File: config.mk
export PLATFORM = sky130hd
export DESIGN_NAME = pipe_stage_skid_reg
export DESIGN_NICKNAME = d
export VERILOG_FILES = /design/src/rtl/pipe_stage_skid_reg.sv
export SDC_FILE = /design/constraint.sdc
export NUM_CORES = 1
export LEC_CHECK = 0
export ABC_AREA = 1
export CORE_MARGIN = 4
export CORE_UTILIZATION = 30
export CTS_BUF_LIST = sky130_fd_sc_hd__clkbuf_16
export DETAILED_ROUTE_END_ITERATION = 12
export PLACE_DENSITY = 0.59
export SYNTH_ARGS = -nofsm -noshare
export SYNTH_HDL_FRONTEND = slang
export SYNTH_SLANG_ARGS = --single-unit
File: constraint.sdc
create_clock -name clk -period 2.4 [get_ports clk]
set_clock_uncertainty 0.1 [all_clocks]
set_input_delay 0.6 -clock clk [delete_from_list [all_inputs] [get_ports clk]]
set_output_delay 0.6 -clock clk [all_outputs]
set_load 0.03 [all_outputs]
File: src/rtl/pipe_stage_skid_reg.sv
// ----------------------------------------------------------------------------
// pipe_stage_skid_reg
//
// Elastic two-entry pipeline stage register (main + skid) with a valid/ready
// handshake on both sides, synchronous flush and bubble gating of the control
// field. in_ready depends on registered state only, so there is no
// combinational path from out_ready back to the upstream stage. A saturating
// counter records the cycles in which downstream stalled a valid entry.
//
// Parameters:
//   DATA_W  payload width
//   CTRL_W  side-effecting control width (zeroed whenever out_valid = 0)
//   CNT_W   stall counter width
//
// Ports:
//   clk        rising-edge clock
//   rst        asynchronous reset, active low
//   flush      synchronous kill of held and incoming entries
//   clr_stats  synchronous clear of stall_cnt
//   in_valid   upstream holds a valid entry
//   in_ready   stage can accept an entry this cycle
//   in_ctrl    upstream control field
//   in_data    upstream payload
//   out_valid  stage presents a valid entry
//   out_ready  downstream accepts this cycle
//   out_ctrl   control field of the head entry, 0 when no entry is held
//   out_data   payload of the head entry (holds last loaded value when empty)
//   occupancy  number of entries held (0, 1, 2)
//   stall_cnt  saturating count of downstream-stall cycles
// ----------------------------------------------------------------------------
module pipe_stage_skid_reg #(
    parameter int unsigned DATA_W = 133,
    parameter int unsigned CTRL_W = 7,
    parameter int unsigned CNT_W  = 16
) (
    input  logic              clk,
    input  logic              rst,
    input  logic              flush,
    input  logic              clr_stats,
    input  logic              in_valid,
    output logic              in_ready,
    input  logic [CTRL_W-1:0] in_ctrl,
    input  logic [DATA_W-1:0] in_data,
    output logic              out_valid,
    input  logic              out_ready,
    output logic [CTRL_W-1:0] out_ctrl,
    output logic [DATA_W-1:0] out_data,
    output logic [1:0]        occupancy,
    output logic [CNT_W-1:0]  stall_cnt
);

    // Encoding equals the number of entries held, so occupancy is the state.
    typedef enum logic [1:0] {
        EMPTY = 2'd0,
        ONE   = 2'd1,
        FULL  = 2'd2
    } state_t;

    state_t state;
    state_t state_nxt;

    logic [CTRL_W-1:0] main_ctrl;
    logic [DATA_W-1:0] main_data;
    logic [CTRL_W-1:0] skid_ctrl;
    logic [DATA_W-1:0] skid_data;

    logic in_fire;
    logic out_fire;
    logic load_main_in;
    logic load_main_skid;
    logic load_skid;

    assign in_fire  = in_valid & in_ready;
    assign out_fire = out_valid & out_ready;

    // ------------------------------------------------------------------
    // State register
    // ------------------------------------------------------------------
    always_ff @(posedge clk or negedge rst) begin
        if (!rst) begin
            state <= EMPTY;
        end else begin
            state <= state_nxt;
        end
    end

    // ------------------------------------------------------------------
    // Next-state logic; flush overrides every transition
    // ------------------------------------------------------------------
    always_comb begin
        state_nxt = state;
        if (flush) begin
            state_nxt = EMPTY;
        end else begin
            unique case (state)
                EMPTY: if (in_fire) state_nxt = ONE;
                ONE: begin
                    if (in_fire && !out_fire)      state_nxt = FULL;
                    else if (!in_fire && out_fire) state_nxt = EMPTY;
                end
                FULL:    if (out_fire) state_nxt = ONE;
                default: state_nxt = EMPTY;
            endcase
        end
    end

    // ------------------------------------------------------------------
    // Output logic (registered state only; out_ctrl gated by valid)
    // ------------------------------------------------------------------
    always_comb begin
        in_ready  = (state != FULL);
        out_valid = (state != EMPTY);
        occupancy = state;
        out_ctrl  = out_valid ? main_ctrl : '0;
        out_data  = main_data;
    end

    // ------------------------------------------------------------------
    // Datapath load enables; flush suppresses all loads
    // ------------------------------------------------------------------
    always_comb begin
        load_main_in   = 1'b0;
        load_main_skid = 1'b0;
        load_skid      = 1'b0;
        if (!flush) begin
            load_main_in   = in_fire && ((state == EMPTY) || ((state == ONE) && out_fire));
            load_main_skid = (state == FULL) && out_fire;
            load_skid      = (state == ONE) && in_fire && !out_fire;
        end
    end

    always_ff @(posedge clk or negedge rst) begin
        if (!rst) begin
            main_ctrl <= '0;
            main_data <= '0;
        end else if (load_main_in) begin
            main_ctrl <= in_ctrl;
            main_data <= in_data;
        end else if (load_main_skid) begin
            main_ctrl <= skid_ctrl;
            main_data <= skid_data;
        end
    end

    always_ff @(posedge clk or negedge rst) begin
        if (!rst) begin
            skid_ctrl <= '0;
            skid_data <= '0;
        end else if (load_skid) begin
            skid_ctrl <= in_ctrl;
            skid_data <= in_data;
        end
    end

    // ------------------------------------------------------------------
    // Saturating stall counter; clr_stats wins over increment
    // ------------------------------------------------------------------
    always_ff @(posedge clk or negedge rst) begin
        if (!rst) begin
            stall_cnt <= '0;
        end else if (clr_stats) begin
            stall_cnt <= '0;
        end else if (out_valid && !out_ready && !flush && (stall_cnt != '1)) begin
            stall_cnt <= stall_cnt + 1'b1;
        end
    end

endmodule
==> results of run 1 <==
power breakdown:
group	switching [mW]	total, mW	internal [mW]
clock network	2.08	5.06	2.98
logic	3.48	6.25	2.77
registers	1.01	7.81	6.80
flip-flops by register name, indices dropped and copies added, names as in the netlist:
| register | cells |
|---|---|
| skid_data | 133 |
| out_data | 133 |
| occupancy | 2 |
| skid_ctrl | 7 |
| main_ctrl | 7 |
| stall_cnt | 16 |
metal layers:
layer	vias up	wire [um]	global-route usage (%)
met1	5249	16760	20.46
met2	285	16810	23.75
li1	5337	-	-
met4	0	738	4.270
met3	54	2353	3.723
met5	-	0	0
cell families (layout without fill, tap and decap cells):
logic type                 after synthesis  in the layout  synth area share (%)
buffers and inverters                  399            761                 13.48
AOI/OAI and AO/OA                      296            296                 16.58
xor gates and xnor gates                 4              4                0.2599
DFF                                    298            298                 55.33
adders and majority gates                1              1               0.09282
and+or+nand+nor                        412            412                 14.26
cells in the final DEF, fill, tap and decap left out, types with 14 or more instances in the layout:
cell and n:
sky130_fd_sc_hd__o21ai_1 58, sky130_fd_sc_hd__o221ai_1 131, sky130_fd_sc_hd__buf_12 31, sky130_fd_sc_hd__o21ai_0 31, sky130_fd_sc_hd__nor2_1 33, sky130_fd_sc_hd__dlygate4sd2_1 14, sky130_fd_sc_hd__nand4_1 16, sky130_fd_sc_hd__clkdlybuf4s50_1 277
sky130_fd_sc_hd__o21ai_2 61, sky130_fd_sc_hd__nand3_1 142, sky130_fd_sc_hd__clkbuf_16 37, sky130_fd_sc_hd__nand2_2 32, sky130_fd_sc_hd__nand2_1 175, sky130_fd_sc_hd__dfrtp_1 298, sky130_fd_sc_hd__inv_1 308, sky130_fd_sc_hd__buf_4 63
area by class of cell:
| type | count | share of cell area, % |
|---|---|---|
| Tap cell | 592 | 3.944 |
| Clock inverter | 22 | 0.7595 |
| Timing Repair Buffer | 398 | 22.00 |
| Clock buffer | 37 | 4.930 |
| Multi-Input combinational cell | 713 | 22.58 |
| Inverter | 304 | 6.076 |
| Sequential cell | 298 | 39.71 |
worst max-delay path by stage:
stage	endpoint	slack (ps)	depth (start not counted)
5_1_grt	out_ctrl[6]	4	4
3_3_place_gp	skid_ctrl[4]	-40	8
4_1_cts	in_ready	-50	4
2_1_floorplan	skid_data[59]	450	8
6_report	out_data[18]	80	1
3_5_place_dp	skid_data[2]	-60	8
metrics by stage:
stage,hold WS (ps),instances,instance area [sq um]
finish,379.0,2364,18780
global route,396.5,2364,18780
CTS,379.4,2364,18770
detailed placement,365.9,2302,17670
global placement,365.2,2302,17670
floorplan,204.4,1410,13480
what timing repair did:
action                                  in CTS  in global routing
endpoints found under the hold margin       22                  0
resized for setup                           34                  8
setup buffers                                2                  0
endpoints found under the setup margin      22                  9
hold buffers                                 1                  0
gates cloned                                 0                  0
==> impl_metrics.tcl, run 1 <==
set metrics [dict create \
    outcome "completed" \
    footprint_of_the_multi_input_gates_sq_um 4242 \
    drtPass1Iterations 5 \
    nets 1897 \
    timing.final.ws_setup_ps 76.96 \
    synth-async-reset-ratio_pct 100.0 \
    dominantRegCellSynth "sky130_fd_sc_hd__dfrtp_1" \
    initial_core_util_pct 30.41 \
    fin_tns_setup_ps 0 \
    routedWlPerCell_um 15.51 \
    clk_latency_ps 520 \
    timing.final.crit_period_ps 2323 \
    io_buffers 305 \
    max_freq_mhz 430.5 \
    rows 77 \
    number_of_warnings_reported_in_the_yosys_synthesis_log 0 \
    maximum_number_of_pins_on_one_net_before_global_route_repair 86 \
    worst-r2r-cell-count 10 \
    synthCells 1410 \
    grt_antenna_before_repair 0 \
    place_congestion 0.8208 \
    final.period_utilization_pct 96.79 \
    worstPathRequired_ps 1700 \
    root_buffer "sky130_fd_sc_hd__clkbuf_16" \
    worst_hold_path_ep "skid_data[83]" \
    io-pin-count 306 \
    regToRegStartpoint "stall_cnt[0]" \
    area.growth.synth_to_final_pct 39.34 \
    ys_ff_latch 298 \
    detailedRoute.firstIterationViolations 954 \
    route.antenna.remaining_nets 0 \
    core_sq_um 44320 \
    preCtsSetupSlack_ps -64.94 \
    cts_tree "yes" \
    fp.dieH_um 220.0 \
    via_count 10930 \
    layout_fillers 4307 \
    yosys.cell_count.top_type "sky130_fd_sc_hd__inv_1" \
    critPathLaunchType "flop" \
    vdd.ir_drop.worst_mv 0.4712 \
    reg2reg_slack_ps 380 \
    end_kind "output pin" \
    worst_path_largest_cell_delay_ps 710 \
    cts-buffers-inserted 35 \
    avgSynthCellArea_sq_um 9.559 \
    overflow_after_grt 0 \
    rsz0062_at_grt "no" \
    critical_path_buf_inv_count 1 \
    synthDominantCellAreaShare_pct 55.33 \
    antenna_cells_inserted 0 \
    slowest_stage_cell_on_the_critical_path "sky130_fd_sc_hd__clkdlybuf4s50_1" \
    seqCellArea_sq_um 7457 \
    total_power_mw 19.11 \
    synth.area.top_cells "sky130_fd_sc_hd__dfrtp_1 (55%), sky130_fd_sc_hd__o221ai_1 (8.5%), sky130_fd_sc_hd__inv_1 (8.4%)" \
    global_route_wire_length_before_repair_mm 58.66 \
    hold_viol_final 0 \
    critical_path_peak_fanout 2 \
    synth.cells.most_frequent "sky130_fd_sc_hd__inv_1 (301), sky130_fd_sc_hd__dfrtp_1 (298), sky130_fd_sc_hd__nand2_1 (177)" \
    gr-usage-all-layers_pct 14.99 \
    number_of_global_route_vias_before_repair 10870 \
    whs_path_depth 2 \
    hold_path.startpoint "skid_data[83]" \
    critical_path.startpoint "out_data[18]" \
    criticalPathCategory "flop to output pin" \
    post-dp-hpwl_mm 26.43 \
    syn-num-nets 1557 \
    cts-root-to-sink-buffers 3 \
    synth_largest_area_cell "sky130_fd_sc_hd__dfrtp_1" \
    die_area_sq_um 48380 \
    synth.lib_cells_used.distinct 33 \
    worst_path_dominant_cell_family "buffers and inverters" \
    p_per_area_nw_per_um2 1018 \
    wirelength_mm 36.66 \
    synth-seq-area-share_pct 55.33 \
    cts.sinks 298 \
    die-width_um 220.0 \
    worst_hold_path_type "flop to flop" \
    drv_slew 0 \
    relSlewSlack_pct 63.45 \
    ctsHtreeMaxLevel 2 \
    timing.max_cap.violations 0 \
    layout-drive-gt1-share_pct 14.45 \
    via_per_inst 4.621 \
    synth_area_sq_um 13480 \
    static-leakage-power_nw 9.134 \
    drc 0 \
    worst_ep_arrival_time_ps 1620 \
    regToRegEndpoint "stall_cnt[15]" \
    tightest_slew_ps 547.6 \
    timing.critical_path.cells "clkdlybuf4s50_1" \
    number_of_synthesized_flops_with_an_enable_pin 0 \
    fin_util_pct 42.38 \
    cts.reportedPaths.clkPinSlew_ps 60 \
    setup_viol 0 \
]
Power figures use the tool's default switching activity.
==> run 2, diff against run 1 <==
Settings changed: CORE_UTILIZATION 30 to 40, PLACE_DENSITY 0.59 to 0.73.
==> run 2 against run 1 <==
Critical path type unchanged. Highest routed layer is now met5. Clock power fell by 3%. Core utilization rose by 13 points. Largest power group unchanged. Critical path depth did not move.
==> impl_metrics.tcl, run 2 (same netlist as run 1, synthesis figures left out) <==
set metrics [dict create \
    die_area_sq_um 36700 \
    routedWlPerCell_um 16.11 \
    io_buffers 305 \
    setup_viol 0 \
    grt_antenna_before_repair 3 \
    drtPass1Iterations 5 \
    critical_path_buf_inv_count 1 \
    fin_tns_setup_ps 0 \
    ctsHtreeMaxLevel 2 \
    clkPwrFrac_pct 25.9 \
    critPathLaunchType "flop" \
    cts-root-to-sink-buffers 3 \
    wirelength_mm 35.31 \
    core_sq_um 32870 \
    power.switching_fraction_pct 34.57 \
    route.antenna.remaining_nets 0 \
    cts.reportedPaths.clkPinSlew_ps 60 \
    clk_latency_ps 500 \
    footprint_of_the_multi_input_gates_sq_um 4237 \
    worst_ep_arrival_time_ps 1650 \
    relSlewSlack_pct 66.09 \
    nets 1875 \
    rsz0062_at_grt "no" \
    drv_slew 0 \
    layout_fillers 2886 \
    via_count 11060 \
    p_per_area_nw_per_um2 1033 \
    via_per_inst 5.047 \
    layout_common_cells "sky130_fd_sc_hd__inv_1 (307), sky130_fd_sc_hd__dfrtp_1 (297), sky130_fd_sc_hd__clkdlybuf4s50_1 (285)" \
    maximum_number_of_pins_on_one_net_before_global_route_repair 73 \
    fin_util_pct 55.78 \
    cts-buffers-inserted 36 \
    cell_internal_pwr_mw 12.38 \
    post-dp-hpwl_mm 24.91 \
    preCtsSetupSlack_ps 53.32 \
    fp.dieH_um 191.6 \
    overflow_after_grt 0 \
    worst_hold_path_type "flop to flop" \
    gr-usage-all-layers_pct 18.83 \
    outcome "completed" \
    p_seq_share_pct 41.5 \
    vdd.ir_drop.worst_mv 0.5358 \
    timing.max_cap.violations 0 \
    rows 66 \
    timing.final.ws_setup_ps 53.96 \
    critical_path_peak_fanout 5 \
    tightest_slew_ps 508.1 \
    criticalPathCategory "flop to output pin" \
    cts.sinks 298 \
    number_of_global_route_vias_before_repair 11270 \
    worst_path_largest_cell_delay_ps 710 \
    detailedRoute.firstIterationViolations 568 \
    initial_core_util_pct 41.01 \
    total_power_mw 18.93 \
    timing.critical_path.cells "clkdlybuf4s50_1" \
    slowest_stage_cell_on_the_critical_path "sky130_fd_sc_hd__clkdlybuf4s50_1" \
    worstPathRequired_ps 1700 \
    area.growth.synth_to_final_pct 36.01 \
    max_freq_mhz 426.3 \
    hold_viol_final 0 \
    cts_tree "yes" \
    final.period_utilization_pct 97.75 \
    root_buffer "sky130_fd_sc_hd__clkbuf_16" \
    place_congestion 0.8624 \
    io-pin-count 306 \
    p_switching_mw 6.543 \
    seqCellArea_sq_um 7458 \
    combinational_fraction_of_design_power_pct 32.6 \
    end_kind "output pin" \
    layout_commonest_cell "sky130_fd_sc_hd__inv_1" \
    die-width_um 191.6 \
    timing.final.crit_period_ps 2346 \
    global_route_wire_length_before_repair_mm 57.15 \
    layout-drive-gt1-share_pct 13.38 \
    worst_path_dominant_cell_family "buffers and inverters" \
    static-leakage-power_nw 8.973 \
    drc 0 \
]
run 2: cell types whose count changed in the layout (fill, tap and decap cells not counted), sizes merged:
cell and change:
clkinv +2, clkdlybuf4s15 +1, dlygate4sd2 -11, diode +1
buf -25, bufinv -1, dlymetal6s2s +2, clkbuf +2
inv -1, clkdlybuf4s50 +8
run 2: routing by layer:
| layer | vias up | track usage [%] | share of wire (%) |
|---|---|---|---|
| li1 | 5306 | - | - |
| met1 | 5357 | 26.32 | 45 |
| met3 | 67 | 3.963 | 6.3 |
| met4 | 4 | 5.221 | 2.2 |
| met2 | 330 | 29.93 | 47 |
| met5 | - | 0 | 0.11 |
run 2: area by class of cell:
cell class / count / area share [%]
sequential: 298 / 40.69
multi-input combinational: 713 / 23.11
timing repair buffer: 375 / 21.23
inverter: 304 / 6.225
clock buffer: 37 / 5.051
tap: 442 / 3.017
clock inverter: 22 / 0.6689
antenna: 1 / 0.01365
run 2: per-stage QoR:
step / cells / hold slack (ps) / instance area, sq um
6_report: 2192 / 378.6 / 18330
5_1_grt: 2192 / 399.5 / 18330
4_1_cts: 2189 / 382.9 / 18310
3_5_place_dp: 2129 / 368.3 / 17240
3_3_place_gp: 2129 / 363.3 / 17240
2_1_floorplan: 1410 / 204.4 / 13480
run 2: path summary, 6_finish.rpt:
kind / slack [ps] / from / end / depth (start not counted)
min in group asynchronous: 520 / rst / stall_cnt[15] / 2
max in group asynchronous: 940 / rst / out_data[58] / 3
worst min-delay path: 380 / skid_data[126] / skid_data[126] / 2
worst max-delay path: 50 / stall_cnt[5] / stall_cnt[5] / 1
worst min register to register: 380 / skid_data[126] / skid_data[126] / 2
worst max register to register: 440 / occupancy[0] / skid_data[38] / 8
run 2: power groups by stage:
stage	combinational (mW)	sequential [mW]	clock [mW]
finish	6.18	7.85	4.90
global placement	6.02	7.85	0
global route	6.78	8.05	5.25
CTS	6.24	7.85	5.03
floorplan	2.68	8.87	0
detailed placement	6.23	7.89	0
run 2: worst reg2reg max path: cells and delay by family (launching register included):
kind / cells / cell delay, ps
compound gates: 2 / 240
flops: 1 / 460
buf+inv: 4 / 700
simple gates: 2 / 330
run 2: timing repair:
item,in CTS,in global routing
resized for setup,21,10
pin swaps,1,1
setup buffers,0,2
endpoints found under the hold margin,37,0
setup endpoints to repair,13,10
gates cloned,0,0
hold buffers,1,0
==> RTL edit 1 (settings of run 1) <==
Register the output `stall_cnt` once more; this adds one clock of latency there. The other outputs are not delayed to match. Comments in the files are not updated.
--- a/src/rtl/pipe_stage_skid_reg.sv
+++ b/src/rtl/pipe_stage_skid_reg.sv
@@ -57,2 +57,4 @@
     } state_t;
+
+    logic [CNT_W-1:0] stall_cnt_s0;
 
@@ -159,7 +161,7 @@
         if (!rst) begin
-            stall_cnt <= '0;
+            stall_cnt_s0 <= '0;
         end else if (clr_stats) begin
-            stall_cnt <= '0;
-        end else if (out_valid && !out_ready && !flush && (stall_cnt != '1)) begin
-            stall_cnt <= stall_cnt + 1'b1;
+            stall_cnt_s0 <= '0;
+        end else if (out_valid && !out_ready && !flush && (stall_cnt_s0 != '1)) begin
+            stall_cnt_s0 <= stall_cnt_s0 + 1'b1;
         end
@@ -167,2 +169,6 @@
 
+    always_ff @(posedge clk) begin
+        stall_cnt <= stall_cnt_s0;
+    end
+
 endmodule
Check against the original RTL: not equivalent (Yosys sat finds a counterexample within 4 cycles, from zero or initial values and one cycle with rst low).
==> RTL edit 1 against run 1 <==
Synthesized area grew 0.83%. Design area fell by 0.48%. Sequential cell count increased by 16. Final cell count shrank 0.25%. Routed wire length is 2.6% lower. Critical path depth is the same. Power grew 0.46%. Setup slack got worse by 0.012 ns. Critical path type unchanged. Critical endpoint is now out_data[71].
==> RTL edit 1: results (changes against run 1) <==
* Hold path endpoint: stall_cnt[1]$_DFF_P_ (was skid_data[83]$_DFFE_PN0P_)
* Initial DRC Count at 625 (was 954)
* Layout Nets at 1886 (was 1897)
* VDD IR-drop max at 0.000464 V (was 0.000471 V)
* Wire per inst at 15.1 um (was 15.5 um)
* CP Data Arrival Time at 1.64 ns (was 1.62 ns)
* Global-route wire length before repair at 59500 um (was 58700 um)
* R2r setup slk at 0.54 ns (was 0.38 ns)
* Overall Global Routing Usage at 0.145 (was 0.150)
* Synth cell count leaders: inv_1, dfrtp_1, nand2_1, nand3_1, o221ai_1 (unchanged)
* Status: complete, no violations (unchanged)
* Dpl cell area at 0.0176 sq mm (was 0.0177 sq mm)
* GPL Wtd Cong at 0.788 (was 0.821)
* Cell variety after synth at 29 (was 33)
* Register area share after synthesis at 0.572 (was 0.553)
* Crit path launch: out_data[71]$_DFFE_PN0P_ (was out_data[18]$_DFFE_PN0P_)
* FFs w/ async S/R, synth at 0.949 (was 1.00)
* Syn nets at 1571 (was 1557)
* R2r worst-path depth at 6 (was 10)
* Rel. slew slack at 0.662 (was 0.635)
* CTS Buf Count at 36 (was 35)
* Reg-to-reg endpoint: main_ctrl[0]$_DFFE_PN0P_ (was stall_cnt[15]$_DFFE_PN0P_)
* Cts repair resizes at 15 (was 34)
* Cells after synthesis at 1424 (was 1410)
* Layout cell share with drive strength beyond 1 at 0.104 (was 0.144)
* Vias in the first global route at 11200 (was 10900)
* Post-detail-place hpwl at 25200 um (was 26400 um)
* Non-Filler Instances at 2358 (was 2364)
* Hold Startpoint: stall_cnt_s0[1]$_DFFE_PN0P_ (was skid_data[83]$_DFFE_PN0P_)
* FF-to-FF Start: occupancy[1]$_DFFE_PN0P_ (was stall_cnt[0]$_DFFE_PN0P_)
* Leakage at 8.92 nW (was 9.13 nW)
* Top post-synthesis cells by area: dfrtp_1, o221ai_1, inv_1, nand2_1, nand3_1 (was dfrtp_1, o221ai_1, inv_1, nand3_1, nand2_1)
* Number of setup buffers added after CTS at 1 (was 2)
-- RTL edit 1: layout make-up --
type                            instances  area, sq um
Inverter                              301         1130
Sequential cell                       314         7780
Multi-Input combinational cell        716         4110
Tap cell                              592          741
Clock inverter                         28          184
Fill cell                            4365        25800
Clock buffer                           37          926
Timing Repair Buffer                  370         3820
-- RTL edit 1: cells by family after synthesis --
| kind of cell | share of synthesized area |
|---|---|
| DFF | 0.572 |
| AOI/OAI and AO/OA | 0.162 |
| and+or+nand+nor | 0.135 |
| buffers and inverters | 0.127 |
| xor gates and xnor gates | 0.00322 |
| adders and majority gates | 0.000921 |
-- RTL edit 1: worst max-delay path by stage --
stage / cells past startpoint / to / slack, ns
finish: 1 / out_data[71] / 0.06
floorplan: 8 / skid_data[10]$_DFFE_PN0P_ / 0.55
global placement: 8 / main_ctrl[4]$_DFFE_PN0P_ / -0.02
CTS: 3 / out_ctrl[6] / 0.004
global route: 3 / out_ctrl[2] / 0.003
detailed placement: 8 / main_ctrl[0]$_DFFE_PN0P_ / -0.12
-- RTL edit 1: metal layers --
| layer | wire length [um] | share of wire | GRT usage |
|---|---|---|---|
| met5 | 0 | 0 | 0 |
| met4 | 757 | 0.021 | 0.0421 |
| met3 | 1850 | 0.052 | 0.0359 |
| met2 | 17200 | 0.48 | 0.243 |
| met1 | 15900 | 0.45 | 0.187 |
-- RTL edit 1: report_power, final --
part / switching [mW] / leakage (nW) / internal, mW
logic: 3.35 / 4.49 / 2.60
clock network: 2.15 / 0.571 / 3.01
registers: 1.03 / 3.86 / 7.07
total: 6.53 / 8.92 / 12.7
-- RTL edit 1: per-stage QoR --
step	util	hold slack (ns)
6_report	0.420	0.351
3_5_place_dp	0.395	0.338
4_1_cts	0.420	0.351
2_1_floorplan	-	0.204
5_1_grt	0.420	0.380
3_3_place_gp	0.395	0.339
==> RTL edit 2 (config.mk and constraints of run 1) <==
Made on the original files. Set the parameter `DATA_W` to 266 (it was 133).
--- a/src/rtl/pipe_stage_skid_reg.sv
+++ b/src/rtl/pipe_stage_skid_reg.sv
@@ -31,3 +31,3 @@
 module pipe_stage_skid_reg #(
-    parameter int unsigned DATA_W = 133,
+    parameter int unsigned DATA_W = 266,
     parameter int unsigned CTRL_W = 7,
Interface: changed (resized in_data and out_data); port bits go from 306 to 572. No check against the original RTL was run, so the function may have changed too.
==> RTL edit 2 against run 1 <==
Power up 82%. Worst hold slack hardly changed. Setup slack got worse by 0.013 ns. Critical endpoint is now out_data[182]. Design area rose by 78%. Sequential cell count increased by 266. Routed wire length rose by 97%. Synthesized area increased by 77%. Via count is 81% higher. Critical path type unchanged. First-iteration DRC count grew 22%. Largest cell class unchanged.
==> RTL edit 2: results (changes against run 1) <==
* Global-route wire length before repair at 115000 um (was 58700 um)
* Layout Nets at 3427 (was 1897)
* Vias in the first global route at 19400 (was 10900)
* Synth cell count leaders: inv_1, dfrtp_1, nand2_1, o21ai_0, nand3_1 (was inv_1, dfrtp_1, nand2_1, nand3_1, o221ai_1)
* Vias at 19800 (was 10900)
* Syn nets at 2843 (was 1557)
* R2r setup slk at 0.46 ns (was 0.38 ns)
* Largest net degree at the start of global routing at 73 (was 86)
* Vias per cell at 4.65 (was 4.62)
* I/O Buffers at 571 (was 305)
* Initial DRC Count at 1160 (was 954)
* CTS Buf Count at 61 (was 35)
* GPL Wtd Cong at 0.841 (was 0.821)
* VDD IR-drop max at 0.000494 V (was 0.000471 V)
* Crit Path Max Fanout at 2 (unchanged)
* # fillers at 7857 (was 4307)
* Leakage at 17.1 nW (was 9.13 nW)
* DP Worst Slack at -0.141 ns (was -0.0649 ns)
* TritonRoute pass-1 iters at 7 (was 5)
* Reg-to-reg endpoint: stall_cnt[9]$_DFFE_PN0P_ (was stall_cnt[15]$_DFFE_PN0P_)
* Placed cell count at 4132 (was 2302)
* Crit path launch: out_data[182]$_DFFE_PN0P_ (was out_data[18]$_DFFE_PN0P_)
* Compound-gate portion of the synthesized area at 0.161 (was 0.166)
* Register area share after synthesis at 0.590 (was 0.553)
* R2r worst-path depth at 9 (was 10)
* Mux cell area share after synthesis at 0 (unchanged)
* Adder-cell area share of the yosys netlist at 0.000523 (was 0.000928)
* Overall Global Routing Usage at 0.167 (was 0.150)
* FF-to-FF Start: stall_cnt[0]$_DFFE_PN0P_ (unchanged)
* Wire per inst at 17.0 um (was 15.5 um)
* Worst slew pin tran at 0.511 ns (was 0.548 ns)
* Crit path to: out_data[182] (was out_data[18])
* P_sw at 12.2 mW (was 6.57 mW)
* Post-detail-place hpwl at 52900 um (was 26400 um)
* Hold path endpoint: skid_ctrl[4]$_DFFE_PN0P_ (was skid_data[83]$_DFFE_PN0P_)
* Top post-synthesis cells by area: dfrtp_1, o221ai_1, inv_1, o21ai_0, nand3_1 (was dfrtp_1, o221ai_1, inv_1, nand3_1, nand2_1)
* Layout cell share with drive strength beyond 1 at 0.0735 (was 0.144)
* Cells after synthesis at 2563 (was 1410)
* Initial antenna violation count at 3 (was 0)
* Worst hold margin at 0.379 ns (about the same)
* Crit path largest cell delay at 0.67 ns (was 0.71 ns)
* Hold Startpoint: skid_ctrl[4]$_DFFE_PN0P_ (was skid_data[83]$_DFFE_PN0P_)
* Skew-Pair Late Insertion Delay at 0.61 ns (was 0.52 ns)
* Synth Area in XOR/XNOR at 0.00146 (was 0.00260)
* Cell variety after synth at 28 (was 33)
* CP Data Arrival Time at 1.64 ns (was 1.62 ns)
* Status: complete, no violations (unchanged)
* Period utilization at 0.973 (was 0.968)
[RTL edit 2: changes by cell type after synthesis, sizes merged]
| cell | run 1 | this run |
|---|---|---|
| clkbuf | 15 | 86 |
| o21ai | 150 | 284 |
| nor2 | 40 | 39 |
| o221ai | 131 | 264 |
| inv | 304 | 571 |
| nand3 | 142 | 275 |
| buf | 80 | 97 |
| nand2 | 208 | 341 |
| dfrtp | 298 | 564 |
[RTL edit 2: power by group through the flow]
| stage | Combinational, mW | Sequential (mW) | Clock [mW] |
|---|---|---|---|
| final | 10.4 | 14.9 | 9.46 |
| after global routing | 11.6 | 15.3 | 10.2 |
| after CTS | 10.6 | 14.9 | 9.76 |
| after detailed placement | 11.2 | 15.0 | 0 |
| after global placement | 11.1 | 15.0 | 0 |
| after floorplan | 4.17 | 17.0 | 0 |
[RTL edit 2: area by class of cell]
| cell class | count | area (sq um) | area share |
|---|---|---|---|
| clock inverters | 51 | 429 | 0.0128 |
| repair buffers | 704 | 7000 | 0.209 |
| flip-flops and latches | 564 | 14100 | 0.422 |
| well taps | 1050 | 1310 | 0.0393 |
| inverters | 571 | 2140 | 0.0640 |
| multi-input cells | 1245 | 6890 | 0.206 |
| clock buffers | 63 | 1580 | 0.0471 |
[RTL edit 2: repair_timing]
action,in CTS,in global routing
setup buffers,0,1
gates resized for setup,236,31
setup endpoints to repair,233,35
pin swaps,0,0
endpoints found under the hold margin,17,0
hold buffers,1,0
[RTL edit 2: metal layers]
metal | global-route usage | routed length (um)
met1 | 0.225 | 31800
met2 | 0.274 | 34200
met3 | 0.0332 | 4040
met4 | 0.0501 | 2070
met5 | 0 | 9
